[config.mk]
export PLATFORM = sky130hd
export DESIGN_NAME = decode_stage
export DESIGN_NICKNAME = d
export VERILOG_FILES = /design/src/rtl/decode_pkg.sv /design/src/rtl/sync_fifo.sv /design/src/rtl/decode_stage.sv
export SDC_FILE = /design/constraint.sdc
export NUM_CORES = 1
export LEC_CHECK = 0
export ABC_AREA = 0
export ABC_CLOCK_PERIOD_IN_PS = 2600
export CAP_MARGIN = 15
export CORE_MARGIN = 3
export CORE_UTILIZATION = 51
export CTS_CLUSTER_DIAMETER = 40
export CTS_CLUSTER_SIZE = 12
export DETAILED_ROUTE_END_ITERATION = 7
export PLACE_DENSITY = 0.77
export SETUP_SLACK_MARGIN = 0.5
export SLEW_MARGIN = 40
export SYNTH_ARGS = -nofsm -noshare
export SYNTH_HDL_FRONTEND = slang
export SYNTH_HIERARCHICAL = 1
export SYNTH_SLANG_ARGS = --single-unit
[constraint.sdc]
create_clock -name clk -period 2.6 [get_ports clk]
set_input_delay 0.39 -clock clk [delete_from_list [all_inputs] [get_ports clk]]
set_output_delay 0.39 -clock clk [all_outputs]
set_load 0.01 [all_outputs]
[src/rtl/decode_pkg.sv]
// Shared decode types: opcode constants, the decoded entry layout and the field-extraction rules.
// Combinational helpers only; no latency or backpressure of their own.
package decode_pkg;

  localparam logic [3:0] OP_LW  = 4'h8;
  localparam logic [3:0] OP_SW  = 4'h9;
  localparam logic [3:0] OP_B   = 4'hC;
  localparam logic [3:0] OP_BR  = 4'hD;
  localparam logic [3:0] OP_PCS = 4'hE;
  localparam logic [3:0] OP_HLT = 4'hF;

  typedef struct packed {
    logic [3:0] opcode;
    logic [3:0] rd;
    logic [3:0] rs;
    logic [3:0] rt;
    logic [7:0] imm8;
    logic [8:0] off9;
    logic [2:0] cond;
    logic       mem_we;
    logic       reg_we;
    logic       halt;
    logic       bubble;
  } dec_entry_t;

  // Register fields are masked to the low aw bits so narrower register files alias cleanly.
  function automatic dec_entry_t decode_fields(input logic [15:0] instr, input int unsigned aw);
    dec_entry_t d;
    logic [3:0] op;
    logic [3:0] m;
    op = instr[15:12];
    m  = 4'((32'd1 << aw) - 32'd1);
    d  = '0;
    d.opcode = op;
    d.rd     = instr[11:8] & m;
    d.imm8   = instr[7:0];
    d.cond   = instr[11:9];
    d.off9   = (op == OP_B) ? instr[8:0] : 9'd0;
    if (op >= OP_LW && op <= 4'hB) begin
      d.rs = instr[11:8] & m;
      d.rt = instr[7:4] & m;
    end else begin
      d.rs = instr[7:4] & m;
      d.rt = instr[3:0] & m;
    end
    d.mem_we = (op == OP_SW);
    d.halt   = (op == OP_HLT);
    d.reg_we = (d.rd != 4'd0) && (op <= OP_LW || op == 4'hA || op == 4'hB || op == OP_PCS);
    return d;
  endfunction

  // Opcodes whose rt field is a genuine register read.
  function automatic logic uses_rt(input logic [3:0] op);
    return (op <= 4'h7) || (op == OP_SW) || (op == OP_BR);
  endfunction

endpackage

[src/rtl/sync_fifo.sv]
// Synchronous FIFO with count and clear; a pushed word is visible at dout right after the push edge.
// Push is dropped when full, pop ignored when empty; when empty dout holds the last head shown.
module sync_fifo #(
  parameter int WIDTH = 8,
  parameter int DEPTH = 2
) (
  input  logic                       clk,
  input  logic                       rst_n,
  input  logic                       clr,
  input  logic                       push,
  input  logic                       pop,
  input  logic [WIDTH-1:0]           din,
  output logic [WIDTH-1:0]           dout,
  output logic [$clog2(DEPTH+1)-1:0] count
);
  localparam int AW = (DEPTH > 1) ? $clog2(DEPTH) : 1;
  localparam int CW = $clog2(DEPTH + 1);

  logic [WIDTH-1:0] mem [DEPTH];
  logic [AW-1:0]    wr_ptr, rd_ptr;
  logic [WIDTH-1:0] last_q;
  logic             do_push, do_pop;

  assign do_push = push && (count != CW'(DEPTH));
  assign do_pop  = pop && (count != '0);
  assign dout    = (count != '0) ? mem[rd_ptr] : last_q;

  // DEPTH is a power of two, so the pointers wrap naturally.
  always_ff @(posedge clk or negedge rst_n) begin
    if (!rst_n) begin
      for (int i = 0; i < DEPTH; i++) mem[i] <= '0;
      wr_ptr <= '0;
      rd_ptr <= '0;
      count  <= '0;
      last_q <= '0;
    end else begin
      last_q <= dout;
      if (clr) begin
        wr_ptr <= '0;
        rd_ptr <= '0;
        count  <= '0;
      end else begin
        if (do_push) begin
          mem[wr_ptr] <= din;
          wr_ptr      <= wr_ptr + AW'(1);
        end
        if (do_pop) rd_ptr <= rd_ptr + AW'(1);
        count <= count + CW'(do_push) - CW'(do_pop);
      end
    end
  end

endmodule

[src/rtl/decode_stage.sv]
// Decode stage: splits fetched instructions into fields, inserts load-use bubbles, latches halt, honours flush.
// Accepted instruction visible on out_* one edge later; in_ready drops on full, hazard, halt or flush, never on out_ready.
module decode_stage
  import decode_pkg::*;
#(
  parameter int REG_AW         = 4,
  parameter int PC_W           = 16,
  parameter int DEPTH          = 2,
  parameter int LOAD_USE_STALL = 1
) (
  input  logic              clk,
  input  logic              rst_n,
  input  logic              in_valid,
  output logic              in_ready,
  input  logic [15:0]       in_instr,
  input  logic [PC_W-1:0]   in_pc,
  input  logic              flush,
  output logic              out_valid,
  input  logic              out_ready,
  output logic [3:0]        out_opcode,
  output logic [REG_AW-1:0] out_rd,
  output logic [REG_AW-1:0] out_rs,
  output logic [REG_AW-1:0] out_rt,
  output logic [7:0]        out_imm8,
  output logic [8:0]        out_off9,
  output logic [2:0]        out_cond,
  output logic              out_mem_we,
  output logic              out_reg_we,
  output logic              out_halt,
  output logic              out_bubble,
  output logic [PC_W-1:0]   out_pc,
  output logic              halted
);
  localparam int CW = $clog2(DEPTH + 1);
  localparam int EW = $bits(dec_entry_t);
  localparam int W  = EW + PC_W;

  dec_entry_t      in_dec, push_entry, head;
  logic [W-1:0]    fifo_dout;
  logic [CW-1:0]   count;
  logic            ld_pend;
  logic [3:0]      ld_rd;
  logic            not_full, hazard, accept, bubble_push, push, pop, is_load;

  assign in_dec   = decode_fields(in_instr, REG_AW);
  assign not_full = count < CW'(DEPTH);
  assign hazard   = (LOAD_USE_STALL != 0) && ld_pend && in_valid &&
                    ((in_dec.rs == ld_rd) || (uses_rt(in_dec.opcode) && (in_dec.rt == ld_rd)));
  assign in_ready = rst_n && !flush && !halted && not_full && !hazard;

  assign accept      = in_valid && in_ready;
  assign bubble_push = hazard && not_full && !flush && !halted;
  assign push        = accept || bubble_push;
  assign pop         = out_valid && out_ready;
  assign is_load     = (in_dec.opcode == OP_LW) && in_dec.reg_we;

  always_comb begin
    push_entry = in_dec;
    if (!accept) begin
      push_entry        = '0;
      push_entry.bubble = 1'b1;
    end
  end

  // Any push that is not a writing load retires the pending-load window, bubbles included.
  always_ff @(posedge clk or negedge rst_n) begin
    if (!rst_n) begin
      ld_pend <= 1'b0;
      ld_rd   <= '0;
      halted  <= 1'b0;
    end else if (flush) begin
      ld_pend <= 1'b0;
      halted  <= 1'b0;
    end else begin
      if (push) ld_pend <= accept && is_load;
      if (accept && is_load) ld_rd <= in_dec.rd;
      if (accept && in_dec.halt) halted <= 1'b1;
    end
  end

  sync_fifo #(
    .WIDTH(W),
    .DEPTH(DEPTH)
  ) u_fifo (
    .clk  (clk),
    .rst_n(rst_n),
    .clr  (flush),
    .push (push),
    .pop  (pop),
    .din  ({push_entry, in_pc}),
    .dout (fifo_dout),
    .count(count)
  );

  assign head       = fifo_dout[W-1 -: EW];
  assign out_pc     = fifo_dout[PC_W-1:0];
  assign out_valid  = (count != '0);
  assign out_opcode = head.opcode;
  assign out_rd     = head.rd[REG_AW-1:0];
  assign out_rs     = head.rs[REG_AW-1:0];
  assign out_rt     = head.rt[REG_AW-1:0];
  assign out_imm8   = head.imm8;
  assign out_off9   = head.off9;
  assign out_cond   = head.cond;
  assign out_mem_we = head.mem_we;
  assign out_reg_we = head.reg_we;
  assign out_halt   = head.halt;
  assign out_bubble = head.bubble;

endmodule

# After elaboration in Yosys (flattened, before gate mapping)
# Cells that the tools add are included.
# totals
output_inout_bits	59
wordCells	92
input_bits	37
register_bits	178
# classes
muxes	19
n_eq_ne	11
bitwise_logic	3
addsub	4
n_reduce_logical	38
order_cmp	8
# op_table
cell	count
2-to-1 mux 56 bit	5
bitwise mux 112 bit	1
demux 56 bit (select 1 bit)	1
2-to-1 mux 40 bit	1
== test 4 bit, second input constant	8
logical AND 1 bit	20
nonzero test 2 bit	5
2-to-1 mux 9 bit	1
== test 4 bit	2
less-or-equal comparator 4 bit, second input constant	2
2-to-1 mux 1 bit	8
2-to-1 mux 8 bit	1
logical OR 1 bit	7
greater-or-equal comparator 2 bit, second input constant	2
greater-or-equal comparator 4 bit, second input constant	1
less-or-equal comparator 4 x 3 -> 1 bit, second input constant	1
inverter 1 -> 2 bit	2
AND reduction 2 bit	2
nonzero test 4 bit	1
logical NOT 1 bit	3
adder 1 bit, second input constant	2
adder 2 x 1 -> 2 bit	1
less-than comparator 2 x 1 -> 1 bit, second input constant	1
less-than comparator 2 bit, second input constant	1
other kinds (4)	4

# Logic depth before layout (Yosys ltp)
# depth
ltp_word	15
depth_mapped	14
mapped_depth_nobuf	13

# Cells and area by module
# Netlist, hierarchy kept.
# by_module_without_submodules
mod	area_per_inst_um2	cells_each	seq_area_each_um2	instances
sync_fifo	7175.6	506	4304.1	1
decode_stage	933.4	118	150.1	1

# Least setup slack after synthesis
# Ideal clock, no wire load.
# synth_path
path_kind	input-to-reg
from	in in_instr[14]
to	reg u_fifo/mem[100] (netlist bit)
slack_ns	-0.099
path_buffers	3
path_stages	12
t_arrival_ns	2.574
t_required_ns	2.475
setup_time_ns	0.125
path_cell_list	nand2b_4 > buf_6 > o21ai_0 > a2111oi_0 > and3_4 > nand2b_1 > o211a_1 > inv_1 > nor4_4 > buf_6 > buf_12 > mux2_4
# synth_between
elab_chain_cells	13
word_cells_on_any_way	25
classes_between	order compare (3); eq/ne (4); mux (3); reduce/logical (15)
# synth_lines
element	line_no	source
start: declaration	decode_stage.sv:15	input logic [15:0] in_instr,
greater-or-equal comparator 4 bit / less-or-equal comparator 4 bit (equally long branches)	decode_pkg.sv:39	if (op >= OP_LW && op <= 4'hB) begin
logical AND 1 bit	decode_pkg.sv:39	
2-to-1 mux 8 bit	decode_pkg.sv:39	
== test 4 bit	decode_stage.sv:48	((in_dec.rs == ld_rd) || (uses_rt(in_dec.opcode) && (in_dec.rt == ld_rd)));
logical AND 1 bit	decode_stage.sv:48	
logical OR 1 bit *	decode_stage.sv:48	
logical AND 1 bit *	decode_stage.sv:47	assign hazard = (LOAD_USE_STALL != 0) && ld_pend && in_valid &&
logical NOT 1 bit / logical AND 1 bit (equally long branches)	decode_stage.sv:49, decode_stage.sv:52	
logical AND 1 bit (on tied branches)	decode_stage.sv:49, decode_stage.sv:52	
logical AND 1 bit (on tied branches)	decode_stage.sv:51, decode_stage.sv:52	
logical OR 1 bit *	decode_stage.sv:53	assign push = accept || bubble_push;
via push	decode_stage.sv:43	logic not_full, hazard, accept, bubble_push, push, pop, is_load;
logical AND 1 bit *	sync_fifo.sv:24	assign do_push = push && (count != CW'(DEPTH));
AND reduction 2 bit (no line) *	-	
end signal: indexed assignment	sync_fifo.sv:44	mem[wr_ptr] <= din;
end: declaration	sync_fifo.sv:19	logic [WIDTH-1:0] mem [DEPTH];
# The timed path passes the listed nets; every way through them passes the cells marked *.
# A chain may end at the register's enable or synchronous reset.

# Worst setup path in the final report
# layout_path
from	in in_instr[14]
to	out in_ready
# layout_between
elab_chain_cells	9
word_cells_on_any_way	16
classes_between	order compare (3); eq/ne (4); mux (1); reduce/logical (8)
# layout_lines
element	line_no	source
greater-or-equal comparator 4 bit / less-or-equal comparator 4 bit (equally long branches)	decode_pkg.sv:39	
logical AND 1 bit	decode_pkg.sv:39	
2-to-1 mux 8 bit	decode_pkg.sv:39	
== test 4 bit	decode_stage.sv:48	
logical AND 1 bit	decode_stage.sv:48	
logical OR 1 bit *	decode_stage.sv:48	
logical AND 1 bit *	decode_stage.sv:47	
logical NOT 1 bit *	decode_stage.sv:49	assign in_ready = rst_n && !flush && !halted && not_full && !hazard;
logical AND 1 bit *	decode_stage.sv:49	
end: declaration	decode_stage.sv:14	output logic in_ready,
# Every way passes the cells marked *; elsewhere a longest branch is shown, timed or not.

==> impl_metrics.csv <==
group,metric,value,unit
outcome,status,"complete, but fails checks",
outcome,violations,"negative setup slack",
layout,nets,893,
layout,synthToLayoutAreaGrowth,56.0,%
clocking,clk_latency,0.45,ns
synth,synth-seq-cells,178,
drt,routed_wirelength,28100,um
grt,antenna_found_initial,0,
layout,drive_above_1_share,0.585,
synth,synth_seq_area_share,0.549,
synth,synth_fp_nets,663,
floorplan,fp.dieH,132,um
floorplan,fp.dieW,132,um
timing,report.final.slew_viol_count,0,
drt,vias,6433,
floorplan,dieArea,17400,um2
critical_path,reg2reg_to,"u_fifo/mem[84]",
run,drv_cap,0,
layout,register_area,4460,um2
synth,ys_types,47,
clocking,cts.sinks,178,
layout,multi_input_area,4720,um2
timing,period_needed,2.77,ns
grt,grt_pass1_vias,6368,
placed_design,pre_cts_slack,-0.779,ns
critical_path,rr_startpoint,"ld_rd[1]",
timing,max_freq,361,MHz
critical_path,required,2.21,ns
synth,synth_top_area_frac,0.549,
timing,post-route-period-util,1.07,
power,peakVddDrop,535,uV
synth,syn_area_per_cell,13.0,um2
synth,ys_warn_count,6,
floorplan,rows,45,
layout,final_area,12700,um2
placed_design,place_area,9660,um2
floorplan,initial_core_util,0.528,
power,leakage,0.00573,uW
critical_path,startpoint_type,"input pin",
drt,dr.pass1.iters,5,
synth,synth_cells,624,
floorplan,io_pins,96,
synth,syn_area,8110,um2
critical_path,cp-end-kind,"output pin",
critical_path,cp.arrival,2.38,ns
grt,grt.total_usage,0.266,
clocking,clk_pin_slew,0.07,ns
grt,grt_pass1_wl,36600,um
critical_path,r2r_slack,-0.08,ns
clocking,cts_buffers,17,
clocking,root_buffer,"clkbuf_16",
synth,synth_ff_type,"dfrtp_1",
layout,fillers,687,
floorplan,coreArea,15400,um2
drt,viasPerCell,5.97,
power,power_density,747,nW/um2
timing,fin_worst_skew,0.0210,ns
drt,detail-route-antenna-nets,0,
synth,synth-async-reset-ratio,1.00,
clocking,cts-htree-levels,4,
drt,drt_iter0_markers,710,
critical_path,crit_fanout,7,
timing,setup_viol,97,
critical_path,crit_start,"in_instr[14]",
critical_path,crit_end,"in_ready",
grt,grt_overflow,0,
synth,yosys.area.top_type,"dfrtp_1",
critical_path,r2r.worst_path.cells,11,
clocking,cts_tree,"yes",
timing,slew_headroom,0.633,
synth,synth_edf_count,0,
timing,hold_viol,0,
placed_design,gp_congestion,0.943,
layout,antenna_cells,0,
worst_hold_path,min_path_type,"input pin to asynchronous set/reset pin",
critical_path,crit_type,"input pin to output pin",
placed_design,hpwl,12500,um
placed_design,port_buffers,95,
timing,worstMarginPinSlew,0.545,ns
synth,synth_area_leaders,"dfrtp_1, mux2_2, mux2_4",
drt,post_drt_wl_per_cell,26.1,um
drt,drcViolationCount,0,
timing,rsz0062_at_grt,"true",
timing,finalWorstSetupSlack,-0.173,ns
grt,grt_max_degree,155,
clocking,clockBufferDepth,2,
==> where the power goes <==
group	leakage [uW]	internal [uW]	switching, uW
combinational	0.00318	1730	1520
clock	0.000258	1300	1130
sequential	0.00229	3310	456
==> worst max-delay path, cell delays in order <==
cell and delay, ns:
dlygate4sd2_1 0.30, nand2b_4 0.25, mux2i_2 0.34, a2111oi_4 0.13
and3_4 0.20, nand2b_4 0.15, a21oi_1 0.29, dlygate4sd2_1 0.32
==> per-stage QoR <==
stage / TNS (ns) / util / instances / hold slack (ns) / power, uW
floorplan: -1.43 / - / 624 / 0.0944 / 4490
global placement: -62.67 / 0.628 / 956 / 0.207 / 5590
detailed placement: -72.46 / 0.628 / 956 / 0.209 / 5690
CTS: -0.585 / 0.749 / 1039 / 0.191 / 8410
global route: -22.23 / 0.823 / 1078 / 0.0409 / 9770
finish: -3.67 / 0.823 / 1078 / 0.00104 / 9450
==> cells by family after synthesis <==
group,Yosys count,share of synthesized area
AO/OA/AOI/OAI,77,0.0506
XOR/XNOR,12,0.0130
buffers and inverters,46,0.0397
flip-flops,178,0.549
AND/OR/NAND/NOR,133,0.0893
multiplexers,176,0.255
adder cells (fa/ha/maj),2,0.00309
==> final cells by class <==
class	instances	area share
clock buffer	25	0.0384
clock inverter	7	0.00405
inverter	8	0.00237
multi-input combinational	407	0.373
sequential	178	0.353
tap	211	0.0209
timing repair buffer	242	0.208
==> routing by layer <==
metal / vias to the layer above / GRT usage / part of all wire
met3: 99 / 0.0462 / 0.056
li1: 2653 / - / -
met2: 311 / 0.454 / 0.50
met4: 0 / 0.0624 / 0.041
met1: 3370 / 0.358 / 0.40
met5: - / 0 / 0
==> state kept, by name, indices dropped and copies added, names as in the netlist <==
name and count:
halted 1, ld_pend 1, ld_rd 4, u_fifo/count 2, u_fifo/last_q 56, u_fifo/mem 112, u_fifo/rd_ptr 1, u_fifo/wr_ptr 1
==> synthesized netlist by cell type (4+ instances only) <==
| cell type | instances |
|---|---|
| mux2_4 | 40 |
| and2_1 | 17 |
| mux2_2 | 75 |
| nand2_1 | 13 |
| buf_12 | 4 |
| nand2b_1 | 4 |
| buf_6 | 6 |
| dfrtp_1 | 178 |
| nor2_1 | 67 |
| clkbuf_1 | 7 |
| buf_2 | 15 |
| inv_1 | 7 |
| mux2i_1 | 60 |
| a21oi_1 | 64 |
| buf_4 | 5 |
| and4_1 | 7 |
| xor2_1 | 9 |
| o21ai_0 | 6 |
==> what timing repair did <==
item	in CTS	in global routing
gates cloned	16	6
buffers inserted	33	32
hold endpoints to repair	6	0
setup endpoints to repair	179	179
hold buffers	2	0
resized for setup	469	181
pin swaps	29	35
==> layout by cell type, fill, tap and decap left out, types with 16 or more instances in the layout <==
| cell type | instances |
|---|---|
| dfrtp_1 | 174 |
| clkbuf_16 | 21 |
| buf_6 | 77 |
| buf_2 | 30 |
| nor2_4 | 49 |
| mux2i_1 | 51 |
| and2_1 | 16 |
| clkdlybuf4s50_1 | 29 |
| a21oi_4 | 35 |
| a21oi_2 | 22 |
| buf_4 | 61 |
| mux2_4 | 115 |
==> how the worst min path moves through the flow <==
stage,start,endpoint,slack (ns),depth (start not counted)
CTS,rst_n,u_fifo/last_q[7],0.19,2
global route,rst_n,u_fifo/last_q[7],0.04,2
floorplan,rst_n,halted,0.09,0
detailed placement,rst_n,u_fifo/wr_ptr,0.21,1
finish,rst_n,u_fifo/last_q[7],0.001,2
global placement,rst_n,u_fifo/mem[72],0.21,1
Power figures use the tool's default switching activity.
